===== config.mk =====
export PLATFORM = sky130hd
export DESIGN_NAME = serial_sub
export DESIGN_NICKNAME = d
export VERILOG_FILES = /design/src/rtl/serial_sub_pkg.sv /design/src/rtl/serial_sub_digit.sv /design/src/rtl/serial_sub.sv
export SDC_FILE = /design/constraint.sdc
export NUM_CORES = 1
export LEC_CHECK = 0
export ABC_AREA = 0
export CAP_MARGIN = 20
export CORE_MARGIN = 2
export CORE_UTILIZATION = 45
export DETAILED_ROUTE_END_ITERATION = 6
export PLACE_DENSITY_LB_ADDON = 0.2
export SLEW_MARGIN = 5
export SYNTH_ARGS = -nofsm -noshare
export SYNTH_HDL_FRONTEND = slang
export SYNTH_HIERARCHICAL = 1
export SYNTH_SLANG_ARGS = --single-unit

===== constraint.sdc =====
create_clock -name Clk_CI -period 2.5 [get_ports Clk_CI]
set_clock_uncertainty 0.2 [all_clocks]
set_input_delay 0.5 -clock Clk_CI [delete_from_list [all_inputs] [get_ports Clk_CI]]
set_output_delay 0.5 -clock Clk_CI [all_outputs]
set_load 0.02 [all_outputs]

===== src/rtl/serial_sub_pkg.sv =====
// Shared types and sizing helpers for the digit-serial subtractor.
package serial_sub_pkg;

  typedef enum logic [1:0] {
    IDLE = 2'd0,
    CALC = 2'd1,
    DONE = 2'd2
  } state_t;

  function automatic int num_digits(input int data_width, input int digit_width);
    return data_width / digit_width;
  endfunction

  // A single-digit configuration still needs a one-bit counter.
  function automatic int cnt_width(input int n);
    return (n <= 1) ? 1 : $clog2(n);
  endfunction

endpackage


===== src/rtl/serial_sub_digit.sv =====
// One digit of subtraction: a - b - bin, computed as a + ~b + ~bin.
module serial_sub_digit #(
  parameter int WIDTH = 4
) (
  input  logic [WIDTH-1:0] a,
  input  logic [WIDTH-1:0] b,
  input  logic             bin,
  output logic [WIDTH-1:0] diff,
  output logic             bout
);

  logic [WIDTH:0] sum;

  assign sum  = {1'b0, a} + {1'b0, ~b} + {{WIDTH{1'b0}}, ~bin};
  assign diff = sum[WIDTH-1:0];
  // No carry out of the adder means the subtraction borrowed.
  assign bout = ~sum[WIDTH];

endmodule


===== src/rtl/serial_sub.sv =====
// Digit-serial registered subtractor: Diff = A - B - Bin, one digit per cycle,
// with valid/ready handshakes on operand and result sides.
module serial_sub
  import serial_sub_pkg::*;
#(
  parameter int DATA_WIDTH  = 12,
  parameter int DIGIT_WIDTH = 4
) (
  input  logic                  Clk_CI,
  input  logic                  Rst_RBI,
  input  logic                  InValid_SI,
  output logic                  InReady_SO,
  input  logic [DATA_WIDTH-1:0] A_DI,
  input  logic [DATA_WIDTH-1:0] B_DI,
  input  logic                  Bin_DI,
  output logic                  OutValid_SO,
  input  logic                  OutReady_SI,
  output logic [DATA_WIDTH-1:0] Diff_DO,
  output logic                  Bout_DO
);

  localparam int NUM_DIGITS = num_digits(DATA_WIDTH, DIGIT_WIDTH);
  localparam int CNT_W      = cnt_width(NUM_DIGITS);
  localparam logic [CNT_W-1:0] LAST_DIGIT = CNT_W'(NUM_DIGITS - 1);

  if ((DIGIT_WIDTH < 1) || ((DATA_WIDTH % DIGIT_WIDTH) != 0)) begin : g_bad_width
    $error("serial_sub: DIGIT_WIDTH must divide DATA_WIDTH");
  end

  state_t                  state_reg;
  logic [CNT_W-1:0]        cnt_reg;
  logic                    borrow_reg;
  logic [DATA_WIDTH-1:0]   a_reg;
  logic [DATA_WIDTH-1:0]   b_reg;
  logic [DIGIT_WIDTH-1:0]  result_reg [NUM_DIGITS];

  logic [DIGIT_WIDTH-1:0]  a_digits [NUM_DIGITS];
  logic [DIGIT_WIDTH-1:0]  b_digits [NUM_DIGITS];
  logic [DIGIT_WIDTH-1:0]  diff_digit;
  logic                    borrow_next;

  for (genvar gi = 0; gi < NUM_DIGITS; gi++) begin : g_digits
    assign a_digits[gi] = a_reg[gi*DIGIT_WIDTH +: DIGIT_WIDTH];
    assign b_digits[gi] = b_reg[gi*DIGIT_WIDTH +: DIGIT_WIDTH];
    assign Diff_DO[gi*DIGIT_WIDTH +: DIGIT_WIDTH] = result_reg[gi];
  end

  serial_sub_digit #(
    .WIDTH (DIGIT_WIDTH)
  ) u_digit (
    .a    (a_digits[cnt_reg]),
    .b    (b_digits[cnt_reg]),
    .bin  (borrow_reg),
    .diff (diff_digit),
    .bout (borrow_next)
  );

  always_ff @(posedge Clk_CI) begin
    if (!Rst_RBI) begin
      state_reg  <= IDLE;
      cnt_reg    <= '0;
      borrow_reg <= 1'b0;
      a_reg      <= '0;
      b_reg      <= '0;
      for (int i = 0; i < NUM_DIGITS; i++) result_reg[i] <= '0;
    end else begin
      case (state_reg)
        IDLE: begin
          if (InValid_SI) begin
            a_reg      <= A_DI;
            b_reg      <= B_DI;
            borrow_reg <= Bin_DI;
            cnt_reg    <= '0;
            for (int i = 0; i < NUM_DIGITS; i++) result_reg[i] <= '0;
            state_reg  <= CALC;
          end
        end
        CALC: begin
          result_reg[cnt_reg] <= diff_digit;
          borrow_reg          <= borrow_next;
          if (cnt_reg == LAST_DIGIT) begin
            state_reg <= DONE;
          end else begin
            cnt_reg <= cnt_reg + 1'b1;
          end
        end
        DONE: begin
          if (OutReady_SI) state_reg <= IDLE;
        end
        default: state_reg <= IDLE;
      endcase
    end
  end

  // Handshake flags decode the state register only; borrow-out is the final running borrow.
  assign InReady_SO  = (state_reg == IDLE);
  assign OutValid_SO = (state_reg == DONE);
  assign Bout_DO     = borrow_reg;

endmodule


==> flow_metrics.tcl, run 1 <==
set metrics [dict create \
    drc 0 \
    cts_resized 0 \
    antenna_found_initial 0 \
    cts_tree "built" \
    root_buffer "clkbuf_8" \
    relSlewSlack_pct 71.2 \
    synth_top_area_share_pct 29.2 \
    finalCriticalPeriod_ns 2.32 \
    htreeDepth 2 \
    boundaryPins 44 \
    power_frac_comb_pct 20.2 \
    drtPass1Iterations 4 \
    async_flop_share_pct 0 \
    grt_pass1_vias 1444 \
    num_vias 1498 \
    crit_chain "nor2b_1 > nand2_1 > o21ai_0 > fa_1 > inv_1 > fa_1 > a21o_2 > a21oi_1 > nor2b_1 > nor4b_1" \
    synth_compound_area_share_pct 13.2 \
    wl_um 3580 \
    dp_slack_ns 0.147 \
    place_area_um2 2490 \
    rsz0062_at_grt "no" \
    rows 24 \
    crit_path_top_delay_cell "fa_1" \
    status "finished, final reports clean" \
    start_util_pct 46.4 \
    post_drt_via_cell_ratio 4.79 \
    holdCritPathClass "reg -> reg" \
    ys.flop_type "dfxtp_1" \
    syn-num-nets 250 \
    synth_top_area_cell "dfxtp_1" \
    required_ns 2.50 \
    synthCells 213 \
    worstMarginPinSlew_ns 0.431 \
    ir_worst_vdd_mv 0.331 \
    p_int_uw 1190 \
    leakagePower_uw 0.00100 \
    worst_hold_slack_ns 0.257 \
    grt_pass1_wl_um 6350 \
    finalCritPeriodShare_pct 92.8 \
    final_cell_area_um2 2600 \
    grt_overflow 0 \
    setup_viol_count_final 0 \
    maxCapViolCount 0 \
    final_layout_size_suffix_gt1_share_pct 8.05 \
    cts.sinks 41 \
    pwr-share-clk_pct 32.2 \
    die_area_um2 4970 \
    globalplace.congestion 0.830 \
    area_growth_pct 30.4 \
    die_width_um 70.5 \
    ys_seq_area_share_pct 47.3 \
    final.setup.tns_ns 0 \
    drtIter0Drc 101 \
    synth_top_family_by_area "simple AND/OR/NAND/NOR gates" \
    muxShareOfSynthArea_pct 4.53 \
    crit_type "reg -> reg" \
    seqPwrFrac_pct 47.6 \
    cts_buffer_depth 2 \
    synth_edf_count 12 \
    cts_made_buffers 5 \
    ys_types 30 \
    fin_ws_ns 0.181 \
    grt_max_degree 23 \
    core_um2 4290 \
    p_per_area_nw_per_um2 611 \
    cts_setup_buffers 0 \
    synthAdderAreaFrac_pct 5.78 \
    port_buffers 43 \
    hold_buffers 0 \
    startpoint_type "register" \
    end_kind "register" \
    stdcell_count 313 \
    ys_top_cells_by_area "dfxtp_1, edfxtp_1, nand2_1" \
    track_usage_pct 16.1 \
    dpl.hpwl_um 2710 \
    hold_viol_final 0 \
    syn_area_um2 1990 \
    die_y_um 70.5 \
    synth_seq_cells 41 \
    synth-xor-area-share_pct 0.880 \
    synth_area_per_cell_um2 9.35 \
    fmax_mhz 431 \
    place_inst 305 \
    wl_per_cell_um 11.4 \
    fill_cells 408 \
    critPathMaxFanout 3 \
    swShare_pct 25.0 \
    crit_arrival_ns 2.32 \
    drtAntennaViolNets 0 \
    n_antenna_cell 0 \
    insertion_delay_ns 0.29 \
    slew_violations 0 \
    cts.reportedPaths.clkPinSlew_ns 0.08 \
    finalNetCount 297 \
    synth-simple-area-share_pct 22.6 \
    cp_slowest_stage_delay_ns 0.39 \
    yosysWarnings 6 \
    switchingPower_uw 396 \
]
-- through the flow --
stage | util (%) | total power, uW
final | 60.5 | 1590
after global routing | 60.5 | 1670
after CTS | 60.4 | 1600
after detailed placement | 58.0 | 1100
after global placement | 58.0 | 1090
after floorplan | - | 967
-- per-layer routing --
metal	GRT usage [%]	up-vias	part of all wire (%)	wire (um)
met4	5.13	0	1.0	37
met1	19.5	659	47	1680
met3	5.05	4	4.6	165
li1	-	801	-	-
met5	0	-	0	0
met2	27.1	34	47	1700
-- Yosys cell counts, types with 3 or more instances --
library cell	instances
a21boi_0	12
a21boi_1	12
and2_1	12
and3_1	3
buf_6	3
clkbuf_1	5
dfxtp_1	29
edfxtp_1	12
ha_1	6
inv_1	10
mux2i_1	9
nand2_1	62
nand3b_1	4
nor2b_1	4
o21ai_0	6
o22ai_1	4
-- cell usage in the layout (no fill, tap or decap) --
master            n
nand2_1          62
clkdlybuf4s50_1  43
dfxtp_1          28
a21boi_0         12
a21boi_1         12
and2_1           12
edfxtp_1         12
inv_1            10
mux2i_1           9
buf_4             8
o21ai_0           6
ha_1              6
clkbuf_8          5
o22ai_1           4
nor2b_1           4
nand3b_1          4
and3_1            3
nor2_1            2
a21oi_1           2
xor2_1            2
fa_1              2
or3b_4            1
nor3b_4           1
nor3_1            1
nor4b_1           1
or3b_2            1
nor3b_1           1
a31o_2            1
clkinv_1          1
bufinv_16         1
clkbuf_1          1
dfxtp_2           1
buf_12            1
a21o_2            1
-- critical path: cells and delay by family, from the launching register on --
kind	cells	cell delay [ns]
AOI/OAI and AO/OA	3	0.46
adders and majority gates	2	0.62
buffers and inverters	1	0.05
DFF	1	0.36
and+or+nand+nor	4	0.54
-- power groups by stage --
stage               clock network [uW]  registers (uW)  logic (uW)
floorplan                            0             789         178
global placement                     0             771         321
CTS                                520             756         326
global route                       551             761         361
finish                             511             756         320
detailed placement                   0             771         324
-- final timing paths --
| kind | start | to | slack, ns | depth (start not counted) |
|---|---|---|---|---|
| worst max register to register | cnt_reg[1]$_SDFFE_PN0P_ | Bout_DO$_SDFFE_PN0P_ | 0.18 | 10 |
| worst min-delay path | a_reg[11]$_SDFFE_PN0P_ | a_reg[11]$_SDFFE_PN0P_ | 0.26 | 2 |
| worst max-delay path | cnt_reg[1]$_SDFFE_PN0P_ | Bout_DO$_SDFFE_PN0P_ | 0.18 | 10 |
| worst min register to register | a_reg[11]$_SDFFE_PN0P_ | a_reg[11]$_SDFFE_PN0P_ | 0.26 | 2 |
-- logic make-up after synthesis --
logic type | after synthesis
buf+inv | 22
compound gates | 38
mux | 9
xor+xnor | 2
simple gates | 93
flops | 41
fa+ha+maj | 8
-- layout make-up --
class	instances	area, um^2	share of cell area, %
sequential	41	942	36.3
clock inverter	2	33.8	1.30
multi-input combinational	150	935	36.0
timing repair buffer	52	510	19.7
tap	52	65.1	2.51
inverter	10	37.5	1.45
clock buffer	6	72.6	2.80
Power figures use the tool's default switching activity.
==> inputs of run 2 (changes only) <==
- CAP_MARGIN: 20 -> default
==> results of run 2 <==
The final DEF is identical to that of run 1; final timing and power are the same.
==> inputs of run 3 (changes only) <==
- CORE_MARGIN: 2 -> default
- SLEW_MARGIN: 5 -> 10
- clock period: 2.5 -> 3 ns (I/O delays scaled with it)
==> run 3 against run 2 <==
  * Largest cell class unchanged
  * Worst hold slack worse by 0.0039 ns
  * Clock power down 24%
  * Final area decreased by 1.5%
==> flow_metrics.tcl, run 3 (same netlist as run 1, synthesis figures left out) <==
set metrics [dict create \
    core_um2 4120 \
    die_y_um 68.5 \
    drc 0 \
    dpl.hpwl_um 2770 \
    ir_worst_vdd_mv 0.287 \
    area_growth_pct 28.5 \
    cts_tree "built" \
    wl_per_cell_um 12.3 \
    critPathMaxFanout 6 \
    n_antenna_cell 0 \
    startpoint "cnt_reg[0]$_SDFFE_PN0P_" \
    required_ns 2.99 \
    hold_buffers 0 \
    layout_common_cells "nand2_1, clkdlybuf4s50_1, dfxtp_1" \
    rows 23 \
    crit_type "reg -> reg" \
    cts.sinks 41 \
    grt_overflow 0 \
    htreeDepth 2 \
    globalRoute.busiestLayer "met2" \
    cts_buffer_depth 2 \
    track_usage_pct 19.0 \
    hold_depth 2 \
    gr-usage-met1_pct 25.2 \
    final_layout_size_suffix_gt1_share_pct 7.00 \
    boundaryPins 44 \
    wl_um 3770 \
    grt_use_met3_pct 5.43 \
    status "finished, final reports clean" \
    end_kind "register" \
    rsz0062_at_grt "no" \
    final_core_util_pct 62.1 \
    final.setup.tns_ns 0 \
    cts.reportedPaths.clkPinSlew_ns 0.07 \
    reg2reg_from "cnt_reg[0]$_SDFFE_PN0P_" \
    insertion_delay_ns 0.29 \
    post_drt_via_cell_ratio 4.90 \
    slew_violations 0 \
    stdcell_count 307 \
    worst-r2r-cell-count 10 \
    setup_viol_count_final 0 \
    finalNetCount 293 \
    cts_resized 0 \
    crit_arrival_ns 2.56 \
    worst_hold_slack_ns 0.253 \
    start_util_pct 48.4 \
    p_per_area_nw_per_um2 504 \
    grt_pass1_wl_um 6470 \
    place_inst 299 \
    worstMarginPinSlew_ns 0.570 \
    min_from "b_reg[3]$_SDFFE_PN0P_" \
    finalCritPeriodShare_pct 85.8 \
    relSlewSlack_pct 62.0 \
    grt_max_degree 30 \
    port_buffers 43 \
    use_met2_pct 30.0 \
    hold_viol_final 0 \
    maxCapViolCount 0 \
    root_buffer "clkbuf_8" \
    fmax_mhz 389 \
    startpoint_type "register" \
    drtPass1Iterations 4 \
    dp_slack_ns 0.475 \
    num_vias 1504 \
    leakagePower_uw 0.000983 \
    drtAntennaViolNets 0 \
    antenna_found_initial 0 \
    die_width_um 68.5 \
    globalplace.congestion 0.840 \
    fin_ws_ns 0.427 \
    finalCriticalPeriod_ns 2.57 \
    holdCritPathClass "reg -> reg" \
    mostFrequentLayoutCell "nand2_1" \
    drtIter0Drc 92 \
    cts_setup_buffers 0 \
    grt_pass1_vias 1413 \
    cts_made_buffers 5 \
    die_area_um2 4690 \
]
==> run 3: cell type report <==
type | instances | area, um^2
timing repair buffer | 48 | 480
clock buffer | 7 | 96.3
fill | 374 | 1560
inverter | 10 | 37.5
tap | 50 | 62.6
multi-input combinational | 150 | 935
sequential | 41 | 941
clock inverter | 1 | 5.00
==> run 3: worst paths after layout <==
path                                         endpoint  slack [ns]
worst max-delay path             Bout_DO$_SDFFE_PN0P_        0.43
worst min-delay path            b_reg[3]$_SDFFE_PN0P_        0.25
worst max register to register   Bout_DO$_SDFFE_PN0P_        0.43
worst min register to register  b_reg[3]$_SDFFE_PN0P_        0.25
==> run 3: per-layer routing <==
layer | vias up | routed length [um]
met5 | - | 0
met4 | 0 | 36
met2 | 36 | 1770
li1 | 792 | -
met1 | 672 | 1830
met3 | 4 | 133
==> run 3: power breakdown <==
part | total [uW] | internal, uW | switching (uW)
logic | 269 | 135 | 135
registers | 630 | 609 | 21.2
clock network | 389 | 208 | 182
==> run 3: critical path, stage by stage (launching register included) <==
cell and delay [ns]:
dfxtp_1 0.39, nor2b_1 0.32, nand2_1 0.08, o21ai_0 0.12
fa_1 0.23, inv_1 0.06, fa_1 0.41, a21o_2 0.23
a21oi_1 0.15, nor2b_1 0.07, nor4b_1 0.22
==> run 3: per-stage QoR <==
| step | power [uW] | instance area, um^2 |
|---|---|---|
| finish | 1290 | 2560 |
| global route | 1360 | 2560 |
| CTS | 1300 | 2560 |
| detailed placement | 912 | 2460 |
| global placement | 905 | 2460 |
| floorplan | 806 | 1990 |
==> variant (settings of run 3) <==
Re-encode `state_t` (3 states) as one-hot, 3 bits wide.
--- a/src/rtl/serial_sub_pkg.sv
+++ b/src/rtl/serial_sub_pkg.sv
@@ -1,10 +1,10 @@
 // Shared types and sizing helpers for the digit-serial subtractor.
 package serial_sub_pkg;
 
-  typedef enum logic [1:0] {
-    IDLE = 2'd0,
-    CALC = 2'd1,
-    DONE = 2'd2
+  typedef enum logic [2:0] {
+    IDLE = 3'b001,
+    CALC = 3'b010,
+    DONE = 3'b100
   } state_t;
 
   function automatic int num_digits(input int data_width, input int digit_width);
Function: same outputs for any inputs over 10 cycles, from zero or initial values and one cycle with Rst_RBI low; not proved beyond that.
==> variant against run 3 <==
- total power increased by 9.9%
- setup slack got worse by 0.023 ns
- wire length increased by 3.8%
- first-iteration DRC count decreased by 39%
- sequential cell count increased by 1
- synthesized cell count increased by 5.6%
- sequential power increased by 4.3%
- cell area increased by 3.8%
- area after synthesis increased by 4.0%
==> variant: results (changes against run 3) <==
Vias/cell 4.956 (was 4.899); sw power 0.3595 mW (was 0.3374 mW); Placed Area 2521 µm² (was 2456 µm²); reg2reg end result_reg[0][1]$_SDFFCE_PN0P_ (was Bout_DO$_SDFFE_PN0P_); buffering overhead 17.63% (was 18.79%); FF-to-FF path depth 8 (was 10); CTS sink count 42 (was 41); worst setup path start cnt_reg[1]$_SDFFE_PN0P_ (was cnt_reg[0]$_SDFFE_PN0P_); met3 Use GR 3.634% (was 5.428%); DRT Wirelength 3909 µm (was 3766 µm); n_taps 52 (was 50); clock buf count 6 (was 7); part of the power in registers 46.3% (was 48.9%); Storage cell area 960.9 µm² (was 940.9 µm²); Cells after DPL 310 (was 299); Period minus WS final 2.595 ns (was 2.573 ns); initial drt markers 56 (was 92); nets 302 (was 293); met2 Track Usage GR 30.13% (was 30.02%); Post-DP HPWL 2859 µm (was 2770 µm); global placer's final weighted congestion 0.8361 (was 0.8402); register area share after synthesis 46.40% (was 47.27%); pre-CTS WS 0.4044 ns (was 0.4746 ns); clk tree area frac 4.998% (was 3.963%); status finished clean (unchanged); multi-input gates 160 (was 150); met1 Usage GRT 22.04% (was 25.15%); GRT Overall Usage 17.73% (was 19.01%); hold_ws 0.2616 ns (was 0.2527 ns); Hold Path End b_reg[1]$_SDFFE_PN0P_ (was b_reg[3]$_SDFFE_PN0P_); largest net degree at the start of global routing 35 (was 30); Hold Crit Start b_reg[1]$_SDFFE_PN0P_ (was b_reg[3]$_SDFFE_PN0P_); multi-input logic area 997.2 µm² (was 934.6 µm²); CP Max Fanout 12 (was 6); clock group power 0.496 mW (was 0.389 mW); Routed met2 length 1913 µm (was 1769 µm); Max rail drop VDD 0.3677 mV (was 0.2871 mV); Slew @ Worst Pin 0.5258 ns (was 0.5701 ns); number of global-route vias before repair 1530 (was 1413); synthesized net count 262 (was 250); fillers 384 (was 374)
[variant: changes by cell type after synthesis, moves of 3 or more]
cell             run 3  this run
o21ai_0              6        10
buf_2                2         5
a21boi_1            12         3
nand3_1              0         3
a21boi_0            12        24
o22ai_1              4         0
[variant: worst max-delay path: stages, from the launching register on]
cell	delay, ns
dfxtp_1	0.51
nor2b_1	0.30
nand2_1	0.09
o21ai_0	0.07
inv_1	0.08
fa_1	0.44
inv_1	0.08
fa_1	0.42
and2_1	0.16
[variant: cell families (layout without fill, tap and decap cells)]
family / after synthesis / in the layout / synth area share [%]
xor gates and xnor gates: 2 / 2 / 0.8461
buffers and inverters: 23 / 64 / 5.437
adders and majority gates: 8 / 8 / 5.559
AOI/OAI and AO/OA: 45 / 45 / 14.74
muxes: 8 / 8 / 3.867
DFF: 42 / 42 / 46.41
and+or+nand+nor: 97 / 97 / 23.14
